**src/rtl/uart_pkg.sv**
```systemverilog
// Shared types and defaults for the UART transmit path.
// The transmit FIFO and its feed FSM import this package.
package uart_pkg;

  localparam int UART_DATA_W       = 8;
  localparam int UART_TXFIFO_DEPTH = 16;

  typedef enum logic [1:0] {
    IDLE,
    REQ,
    WAIT_LO,
    WAIT_HI
  } tx_feed_state_e;

endpackage

```
**src/rtl/uart_sync_fifo.sv**
```systemverilog
// Single-clock circular buffer with wrap-bit pointers, level decode and a sticky overflow flag.
// flush discards queued entries and blocks any push or pop in the same cycle.
module uart_sync_fifo
  import uart_pkg::*;
#(
  parameter int  DEPTH  = UART_TXFIFO_DEPTH,
  parameter int  DATA_W = UART_DATA_W,
  localparam int AW     = $clog2(DEPTH),
  localparam int PW     = AW + 1
) (
  input  logic              clk,
  input  logic              reset_n,
  input  logic              wr_en,
  input  logic [DATA_W-1:0] wr_data,
  input  logic              rd_en,
  input  logic              flush,
  input  logic              clr_ovf,
  output logic [DATA_W-1:0] rd_data,
  output logic              full,
  output logic              empty,
  output logic [PW-1:0]     level,
  output logic              overflow
);

  logic [DATA_W-1:0] mem [DEPTH];
  logic [PW-1:0]     wptr;
  logic [PW-1:0]     rptr;
  logic              push;
  logic              pop;

  // A push is refused while full even if a pop lands in the same cycle.
  assign push    = wr_en && !full && !flush;
  assign pop     = rd_en && !empty && !flush;

  assign full    = (wptr[AW] != rptr[AW]) && (wptr[AW-1:0] == rptr[AW-1:0]);
  assign empty   = (wptr == rptr);
  assign level   = wptr - rptr;
  assign rd_data = mem[rptr[AW-1:0]];

  // NOTE: the storage array has no reset; only the pointers define what is valid,
  // and leaving it reset-free lets it map onto plain RAM/register-file cells.
  always_ff @(posedge clk) begin
    if (push) mem[wptr[AW-1:0]] <= wr_data;
  end

  // NOTE: sequential state uses non-blocking assignments so every register
  // samples the pre-edge values regardless of statement order.
  always_ff @(posedge clk or negedge reset_n) begin
    if (!reset_n) begin
      wptr     <= '0;
      rptr     <= '0;
      overflow <= 1'b0;
    end else if (flush) begin
      rptr     <= wptr;
      overflow <= 1'b0;
    end else begin
      if (push) wptr <= wptr + PW'(1);
      if (pop)  rptr <= rptr + PW'(1);
      if (wr_en && full) overflow <= 1'b1;
      else if (clr_ovf)  overflow <= 1'b0;
    end
  end

endmodule

```
**src/rtl/uart_tx_fifo.sv**
```systemverilog
// Transmit queue plus feed FSM: hands one byte at a time to the UART transmitter and
// waits for accept (clear_start_tx) and a full tx_done low/high cycle before the next.
module uart_tx_fifo
  import uart_pkg::*;
#(
  parameter int DEPTH  = UART_TXFIFO_DEPTH,
  parameter int DATA_W = UART_DATA_W
) (
  input  logic                   clk,
  input  logic                   reset_n,
  input  logic                   wr_en,
  input  logic [DATA_W-1:0]      wr_data,
  input  logic                   flush,
  input  logic                   clr_ovf,
  output logic                   full,
  output logic                   empty,
  output logic [$clog2(DEPTH):0] level,
  output logic                   overflow,
  output logic [DATA_W-1:0]      tx_data,
  output logic                   start_tx,
  input  logic                   clear_start_tx,
  input  logic                   tx_done
);

  tx_feed_state_e    state;
  logic [DATA_W-1:0] head;
  logic              pop;

  // Pop only from registered state and pointers, so wr_en never reaches start_tx combinationally.
  assign pop = (state == IDLE) && !empty && tx_done && !flush;

  uart_sync_fifo #(
    .DEPTH  (DEPTH),
    .DATA_W (DATA_W)
  ) u_fifo (
    .clk      (clk),
    .reset_n  (reset_n),
    .wr_en    (wr_en),
    .wr_data  (wr_data),
    .rd_en    (pop),
    .flush    (flush),
    .clr_ovf  (clr_ovf),
    .rd_data  (head),
    .full     (full),
    .empty    (empty),
    .level    (level),
    .overflow (overflow)
  );

  // The WAIT_LO/WAIT_HI handshake keeps start_tx from re-asserting while a frame is in flight.
  always_ff @(posedge clk or negedge reset_n) begin
    if (!reset_n) begin
      state    <= IDLE;
      start_tx <= 1'b0;
      tx_data  <= '0;
    end else begin
      case (state)
        IDLE: begin
          if (pop) begin
            tx_data  <= head;
            start_tx <= 1'b1;
            state    <= REQ;
          end
        end
        REQ: begin
          if (clear_start_tx) begin
            start_tx <= 1'b0;
            state    <= WAIT_LO;
          end
        end
        WAIT_LO: if (!tx_done) state <= WAIT_HI;
        WAIT_HI: if (tx_done)  state <= IDLE;
        default: state <= IDLE;
      endcase
    end
  end

endmodule

```
**config.mk**
```make
export PLATFORM = sky130hd
export DESIGN_NAME = uart_tx_fifo
export DESIGN_NICKNAME = d
export VERILOG_FILES = /design/src/rtl/uart_pkg.sv /design/src/rtl/uart_sync_fifo.sv /design/src/rtl/uart_tx_fifo.sv
export SDC_FILE = /design/constraint.sdc
export NUM_CORES = 1
export LEC_CHECK = 0
export ABC_AREA = 1
export ABC_CLOCK_PERIOD_IN_PS = 3250
export CAP_MARGIN = 20
export CORE_MARGIN = 2
export CORE_UTILIZATION = 60
export DETAILED_ROUTE_END_ITERATION = 10
export GPL_TIMING_DRIVEN = 0
export PLACE_DENSITY = 0.77
export SYNTH_ARGS = -nofsm -noshare
export SYNTH_HDL_FRONTEND = slang
export SYNTH_SLANG_ARGS = --single-unit
```
**constraint.sdc**
```tcl
create_clock -name clk -period 3.25 [get_ports clk]
set_clock_uncertainty 0.15 [all_clocks]
set_input_delay 0.4875 -clock clk [delete_from_list [all_inputs] [get_ports clk]]
set_output_delay 0.4875 -clock clk [all_outputs]
set_load 0.01 [all_outputs]
```
After elaboration in Yosys (flattened, before gate mapping):

Memory sizes are Yosys's and may differ from the RTL's. A register that Yosys moved wholly into a read port is not among the register bits.
Cells that the tools add are included.

* $add $sub $neg: 3
* equal/unequal tests: 10
* muxes and demuxes: 15
* bitwise operators: 1
* reductions and logical operators: 21

Operators by type and width (number)
* adder 5 x 1 -> 5 bit, second input constant: 2
* 2-to-1 mux 5 bit: 2
* logical AND 1 bit: 9
* 2-to-1 mux 2 bit: 4
* one-hot mux 2 bit (4 select lines): 1
* 2-to-1 mux 1 bit: 7
* inequality test 2 bit, second input constant: 3
* equality test 5 bit: 1
* subtractor 5 bit: 1
* equality test 2 bit, second input constant: 2
* equality test 4 bit: 1
* logical NOT 1 bit: 4
* AND reduction 2 bit: 2
* AND reduction 4 bit: 1
* nonzero test 2 bit: 2
* AND reduction 3 bit: 1
* nonzero test 3 bit: 1
* equality test 2 x 1 -> 1 bit, second input constant: 1
* logical NOT 2 bit: 1
* inequality test 2 x 1 -> 1 bit, second input constant: 1
* one-hot mux 1 bit (2 select lines): 1
* inequality test 1 bit: 1
* NOT 1 bit: 1

* register bits after elaboration: 14
* bits in writable memories: 128
* input bits: 15
* memories kept: 1

Memory list
* u_fifo.mem: depth 16, width 8, read ports 1, clocked after Yosys merged registers in 1, write ports 1, RTL line uart_sync_fifo.sv:25 `logic [DATA_W-1:0] mem [DEPTH];`

Logic depth before layout (Yosys ltp):

Gate-level depths: netlist of the first run.

* depth after elaboration: 9
* gate-level depth with buffers: 12
* gate-level depth less buffers: 10

By module:

From an unflattened synthesis of the first run, not the netlist that was laid out.

* cell total of the unflattened synthesis: 754
* area total of the unflattened synthesis: 7159.4 µm²

Modules (own cells, without submodules)
* uart_sync_fifo: times used 1, cells each 686, area each 6593.8 µm²
* uart_tx_fifo: times used 1, cells each 68, area each 565.5 µm²

Least setup slack after synthesis of the first run:

No wires, ideal clock.

* path type: register -> register
* start: register u_fifo.rptr[1]
* end: memory u_fifo.mem[3][0] in the netlist's numbering (enable)
* library setup time: 0.370 ns
* arrival time: 1.923 ns
* path slack: 0.807 ns
* cell stages (with the launch flop): 12
* buffers on the path: 2
* period minus slack after synthesis: 2.443 ns
* path through: dfrtp_1 -> buf_2 -> inv_2 -> buf_2 -> ha_1 -> nand2_1 -> nor2_1 -> nand2_1 -> nand2_1 -> inv_2 -> nand2_1 -> nor2_1

* word-level cells in the longest chain between the ends: 7

RTL lines
* start, declared: RTL line uart_sync_fifo.sv:27 `logic [PW-1:0] rptr;`
* start signal, assigned: RTL line uart_sync_fifo.sv:54 `rptr <= wptr;`
* start signal, assigned: RTL line uart_sync_fifo.sv:58 `if (pop) rptr <= rptr + PW'(1);`
* equality test 4 bit: RTL line uart_sync_fifo.sv:35 `assign full = (wptr[AW] != rptr[AW]) && (wptr[AW-1:0] == rptr[AW-1:0]);`
* logical AND 1 bit: RTL line uart_sync_fifo.sv:35
* logical NOT 1 bit: RTL line uart_sync_fifo.sv:32 `assign push = wr_en && !full && !flush;`
* logical AND 1 bit (2 in a row): RTL line uart_sync_fifo.sv:32
* 2-to-1 mux 1 bit: RTL line uart_sync_fifo.sv:43 `if (push) mem[wptr[AW-1:0]] <= wr_data;`
* 2-to-1 mux 1 bit (not written as such): RTL line uart_sync_fifo.sv:43
* end, declared: RTL line uart_sync_fifo.sv:25

Every way passes these cells.

Worst setup path in the final report of the first run:

* start: register u_fifo.rptr[2]
* end: output empty

* word-level cells in the longest chain between the ends: 1

RTL lines
* equality test 5 bit: RTL line uart_sync_fifo.sv:36 `assign empty = (wptr == rptr);`
* end, declared: RTL line uart_tx_fifo.sv:16 `output logic empty,`

Every way passes these cells.

==> results of run 1 <==
-- cell type report --
cell class	instances	share of cell area (%)
sequential	150	55.4
multi-input combinational	399	23.2
inverter	121	5.73
clock buffer	19	5.71
timing repair buffer	35	4.56
tap	140	2.21
buffer	23	1.67
clock inverter	13	1.51
-- worst register-to-register path, cell delays in order (launching register included) --
cell     delay [ns]
dfrtp_1        0.40
buf_4          0.18
inv_2          0.28
ha_1           0.31
nand2_1        0.07
nor2_1         0.05
nand2_1        0.08
nand2_1        0.14
inv_2          0.13
nand2_1        0.20
nor2_1         0.69
-- cells by family (layout without fill, tap and decap cells) --
group	Yosys count	in the layout	synth area share, %
simple gates	358	358	21.6
flops	150	150	64.4
buf+inv	146	211	8.66
compound gates	18	18	1.45
fa+ha+maj	15	15	2.86
xor+xnor	7	7	0.899
mux	1	1	0.147
-- how the worst min path moves through the flow --
stage	cells past startpoint	from	slack, ns	to
2_1_floorplan	0	reset_n	0.04	start_tx
3_3_place_gp	1	u_fifo.overflow	0.34	u_fifo.overflow
3_5_place_dp	1	u_fifo.overflow	0.35	u_fifo.overflow
4_1_cts	1	u_fifo.overflow	0.37	u_fifo.overflow
5_1_grt	1	reset_n	0.26	state[0]
6_report	1	reset_n	0.26	state[0]
-- synth_stat cells, drive strengths merged --
cell type / instances
buf: 18
a21oi: 3
ha: 14
inv: 120
o21ai: 12
o211ai: 2
or2: 1
clkbuf: 7
clkinv: 1
xor2: 6
a22o: 1
nand2: 196
nor2: 62
nand3: 97
nand4: 1
xnor2: 1
fa: 1
dfrtp: 22
mux2i: 1
and3: 1
edfxtp: 128
-- sequential cells by signal (all words and copies together), names as in the netlist --
name and flops:
u_fifo.overflow 1, u_fifo.wptr 5, u_fifo.mem 128, start_tx 1, state 2, tx_data 8
u_fifo.rptr 5
-- power by group through the flow --
stage | logic, mW | clock network [mW] | registers [mW]
after floorplan | 1.62 | 0 | 2.48
after global placement | 2.50 | 0 | 2.49
after detailed placement | 2.60 | 0 | 2.51
after CTS | 2.63 | 1.89 | 2.47
after global routing | 2.94 | 1.97 | 2.49
final | 2.69 | 1.89 | 2.47
-- layer usage --
metal  wire length [um]  global-route usage (%)
met1               6100                    34.7
met2               8220                    48.1
met3               1620                    5.82
met4                642                    11.7
met5                  0                       0
-- what timing repair did --
| item | in CTS | in global routing |
|---|---|---|
| gates resized for setup | 2 | 4 |
| endpoints found under the hold margin | 0 | 0 |
| endpoints found under the setup margin | 2 | 89 |
| hold buffers | 0 | 0 |
| setup buffers | 1 | 2 |
-- stage by stage --
step | area (sq um) | utilization [%]
4_1_cts | 7890 | 71.8
6_report | 7930 | 72.2
3_3_place_gp | 7310 | 66.5
2_1_floorplan | 6820 | -
3_5_place_dp | 7310 | 66.5
5_1_grt | 7930 | 72.2
==> results.sh, run 1 <==
export IMPL_worstSetupStartpointType="flip-flop"
export IMPL_antennaDiodeCount=0
export IMPL_drive_gt1_share_pct=7.89
export IMPL_globalRouteOverflowTotal=0
export IMPL_r2r_end="u_fifo.mem[0][1]"
export IMPL_nNetsFinal=777
export IMPL_h_tree_depth=4
export IMPL_place_ws_ns=0.0902
export IMPL_p_comb_share_pct=38.1
export IMPL_crit_type="flip-flop to output pin"
export IMPL_cp_max_fo=10
export IMPL_wire_per_inst_um=18.4
export IMPL_drt_total_wl_um=16600
export IMPL_p_leak_nw=3.47
export IMPL_ant_nets=0
export IMPL_power_switching_mw=2.66
export IMPL_p_clk_share_pct=26.8
export IMPL_cts_tree="done"
export IMPL_ios=32
export IMPL_hold_viol_final=0
export IMPL_area_delta_synth_final_pct=16.2
export IMPL_route_detailed_drc=0
export IMPL_ys_warn_count=0
export IMPL_synth_seq_cells=150
export IMPL_placement_io_buffers=31
export IMPL_final_common_cell="nand2_1"
export IMPL_crit_chain="clkbuf_4, inv_1, ha_1, nand2_1, nor2_1, nand2_1, inv_1, clkdlybuf4s50_1"
export IMPL_slowest_stage="clkdlybuf4s50_1"
export IMPL_cts_sinks=150
export IMPL_seq_area_sq_um=4400
export IMPL_track_usage_pct=28.0
export IMPL_cpLargestDelayFamily="buffers and inverters"
export IMPL_layout_common_cells="nand2_1, edfxtp_1, inv_1, nand3_1, nor2_1"
export IMPL_fillerInstances=722
export IMPL_clk_latency_ns=0.42
export IMPL_worstSetupEndpointType="output pin"
export IMPL_placementRows=38
export IMPL_min_period_over_period_pct=95.2
export IMPL_critPathRequiredTime_ns=2.61
export IMPL_p_total_mw=7.06
export IMPL_fin_cells=900
export IMPL_clock_path_buffers=2
export IMPL_reg2reg_depth=10
export IMPL_antenna_found_initial=0
export IMPL_hold_path_class="input pin to asynchronous set/reset pin"
export IMPL_holdWs_ns=0.259
export IMPL_core_sq_um=11000
export IMPL_synth_nets=725
export IMPL_cts_reportedPaths_clkPinSlew_ns=0.07
export IMPL_seq_area_frac_synth_pct=64.4
export IMPL_rsz0062_at_grt="false"
export IMPL_dr_pass1_iters=9
export IMPL_chipWidth_um=111
export IMPL_avgSynthCellArea_sq_um=9.82
export IMPL_yosys_area_top_type="edfxtp_1"
export IMPL_die_area_sq_um=12200
export IMPL_synth_cells=695
export IMPL_slew_limit_headroom_pct=44.8
export IMPL_p_sw_share_pct=37.7
export IMPL_max_stage_delay_ns=0.54
export IMPL_multi_input_area_sq_um=1840
export IMPL_critPathLaunch="u_fifo.rptr[2]"
export IMPL_min_period_ns=3.09
export IMPL_cts_root_buf="clkbuf_16"
export IMPL_crit_buf_inv=4
export IMPL_crit_cells=8
export IMPL_grt_pass1_wl_um=26200
export IMPL_layout_setup_ws_ns=0.156
export IMPL_die_y_um=111
export IMPL_routed_via_count=5094
export IMPL_synth_top_area_share_pct=56.3
export IMPL_status="complete, no violations"
export IMPL_max_vdd_ir_drop_uv=484
export IMPL_tns_ns=0
export IMPL_synth_area_sq_um=6820
export IMPL_drv_cap=0
export IMPL_power_frac_seq_pct=35.0
export IMPL_netlist_top_cells_area="edfxtp_1, nand2_1, dfrtp_1, nand3_1, inv_1"
export IMPL_max_slew_worst_pin_slew_ns=0.826
export IMPL_power_internal_mw=4.39
export IMPL_place_gp_congestion=0.955
export IMPL_fmax_ghz=0.323
export IMPL_worst_r2r_setup_slack_ns=0.19
export IMPL_viasPerCell=5.66
export IMPL_endpoint="empty"
export IMPL_reg2reg_from="u_fifo.rptr[1]"
export IMPL_maxSlewViolCount=0
export IMPL_first_global_vias=5152
export IMPL_grt_max_degree=23
export IMPL_synth_cell_types=24
export IMPL_setup_viol=0
export IMPL_drt_initial_drc_count=568
export IMPL_cts_buffers=17
export IMPL_hpwl_um=11000
export IMPL_cp_arrival_ns=2.46
export IMPL_start_util_pct=62.1
export IMPL_placed_cells=866
export IMPL_p_per_area_nw_per_um2=890
No activity file was read; power rests on OpenSTA's default activity.
==> inputs of run 2 (changes only) <==
--- a/config.mk
+++ b/config.mk
@@ -13,6 +13,7 @@
 export DETAILED_ROUTE_END_ITERATION = 10
 export GPL_TIMING_DRIVEN = 0
 export PLACE_DENSITY = 0.77
+export SKIP_LAST_GASP = 1
 export SYNTH_ARGS = -nofsm -noshare
 export SYNTH_HDL_FRONTEND = slang
 export SYNTH_SLANG_ARGS = --single-unit
==> results.sh, run 2 (synthesized netlist as in run 1, its figures left out) <==
export IMPL_cts_reportedPaths_clkPinSlew_ns=0.07
export IMPL_ios=32
export IMPL_cp_max_fo=6
export IMPL_grt_pass1_wl_um=26200
export IMPL_grt_max_degree=23
export IMPL_hold_path_class="input pin to asynchronous set/reset pin"
export IMPL_drv_cap=0
export IMPL_p_per_area_nw_per_um2=890
export IMPL_die_area_sq_um=12200
export IMPL_layout_common_cells="nand2_1, edfxtp_1, inv_1, nand3_1, nor2_1"
export IMPL_clk_latency_ns=0.42
export IMPL_drt_initial_drc_count=558
export IMPL_max_vdd_ir_drop_uv=485
export IMPL_worstSetupEndpointType="output pin"
export IMPL_cts_sinks=150
export IMPL_wl_met3_um=1580
export IMPL_wl_met2_um=8160
export IMPL_route_detailed_drc=0
export IMPL_start_util_pct=62.1
export IMPL_fmax_ghz=0.314
export IMPL_p_total_mw=7.06
export IMPL_chipWidth_um=111
export IMPL_final_common_cell="nand2_1"
export IMPL_clock_path_buffers=2
export IMPL_critPathRequiredTime_ns=2.61
export IMPL_track_usage_pct=28.0
export IMPL_max_slew_worst_pin_slew_ns=0.823
export IMPL_dr_pass1_iters=7
export IMPL_cts_tree="done"
export IMPL_nNetsFinal=777
export IMPL_hpwl_um=11000
export IMPL_antennaDiodeCount=0
export IMPL_worstSetupStartpointType="flip-flop"
export IMPL_cts_root_buf="clkbuf_16"
export IMPL_place_gp_congestion=0.955
export IMPL_h_tree_depth=4
export IMPL_routed_via_count=5075
export IMPL_cts_buffers=17
export IMPL_drive_gt1_share_pct=7.76
export IMPL_die_y_um=111
export IMPL_min_period_over_period_pct=98.1
export IMPL_area_delta_synth_final_pct=16.2
export IMPL_status="complete, no violations"
export IMPL_highest_layer="met4"
export IMPL_placementRows=38
export IMPL_max_stage_delay_ns=0.56
export IMPL_reg2reg_depth=10
export IMPL_drt_total_wl_um=16500
export IMPL_slew_limit_headroom_pct=44.9
export IMPL_cts_hold_buf=0
export IMPL_placed_cells=866
export IMPL_slowest_stage="clkdlybuf4s50_1"
export IMPL_place_ws_ns=0.0902
export IMPL_p_leak_nw=3.47
export IMPL_setup_viol=0
export IMPL_ant_nets=0
export IMPL_fin_util_pct=72.2
export IMPL_crit_type="flip-flop to output pin"
export IMPL_wl_met1_um=6110
export IMPL_viasPerCell=5.64
export IMPL_fin_cells=900
export IMPL_maxSlewViolCount=0
export IMPL_min_period_ns=3.19
export IMPL_core_sq_um=11000
export IMPL_first_global_vias=5152
export IMPL_layout_setup_ws_ns=0.0609
export IMPL_hold_viol_final=0
export IMPL_largest_reg_flops=128
export IMPL_globalRouteOverflowTotal=0
export IMPL_cp_arrival_ns=2.55
export IMPL_crit_chain="ha_1, fa_1, o21ai_1, xor2_1, clkdlybuf4s50_1"
export IMPL_wire_per_inst_um=18.3
export IMPL_rsz0062_at_grt="true"
export IMPL_placement_io_buffers=31
export IMPL_antenna_found_initial=0
[run 2: changes by cell type in the layout (fill, tap and decap cells not counted), sizes merged]
| cell | previous run | this run |
|---|---|---|
| clkdlybuf4s50 | 29 | 30 |
| dlygate4sd2 | 1 | 0 |
[run 2: layout make-up]
class | count | area [sq um]
clock inverter | 13 | 120
sequential | 150 | 4390
inverter | 121 | 454
buffer | 23 | 133
fill | 720 | 3050
clock buffer | 19 | 453
multi-input combinational | 399 | 1840
timing repair buffer | 35 | 363
tap | 140 | 175
[run 2: stage by stage]
| stage | instance area, sq um | setup TNS, ns | hold slack [ns] |
|---|---|---|---|
| global placement | 7310 | 0 | 0.339 |
| global route | 7930 | -0.0121 | 0.258 |
| detailed placement | 7310 | 0 | 0.351 |
| floorplan | 6820 | 0 | 0.0419 |
| finish | 7930 | 0 | 0.268 |
| CTS | 7890 | -0.0116 | 0.369 |
[run 2: per-layer routing]
metal | global-route usage [%] | up-vias
met5 | 0 | -
met4 | 11.7 | 0
met3 | 5.82 | 65
met2 | 48.1 | 312
met1 | 34.7 | 2376
li1 | - | 2322
[run 2: report_power, final]
group          switching [mW]  leakage, nW  internal, mW
logic                    1.70         1.79          1.00
clock network           0.786        0.266          1.10
registers               0.163         1.41          2.31
total                    2.65         3.47          4.41
[run 2: path summary, 6_finish.rpt]
| check | slack [ns] | from | end |
|---|---|---|---|
| min in group clk | 0.36 | u_fifo.overflow | u_fifo.overflow |
| setup reg to reg | 0.21 | u_fifo.rptr[1] | u_fifo.mem[10][4] |
| hold reg to reg | 0.36 | u_fifo.overflow | u_fifo.overflow |
| hold / removal | 0.27 | reset_n | state[0] |
| setup / recovery | 0.06 | u_fifo.rptr[0] | level[4] |
| max in group asynchronous | 2.21 | reset_n | u_fifo.rptr[4] |
[run 2: critical path: cells and delay by family (launching register included)]
kind                       cells  cell delay, ns
AOI/OAI and AO/OA              1            0.18
xor gates and xnor gates       1            0.18
adders and majority gates      2            0.74
buffers and inverters          1            0.56
DFF                            1            0.47
[run 2: repair_timing]
| item | in CTS | in global routing |
|---|---|---|
| buffers inserted | 1 | 2 |
| resized for setup | 1 | 3 |
| setup endpoints to repair | 2 | 90 |
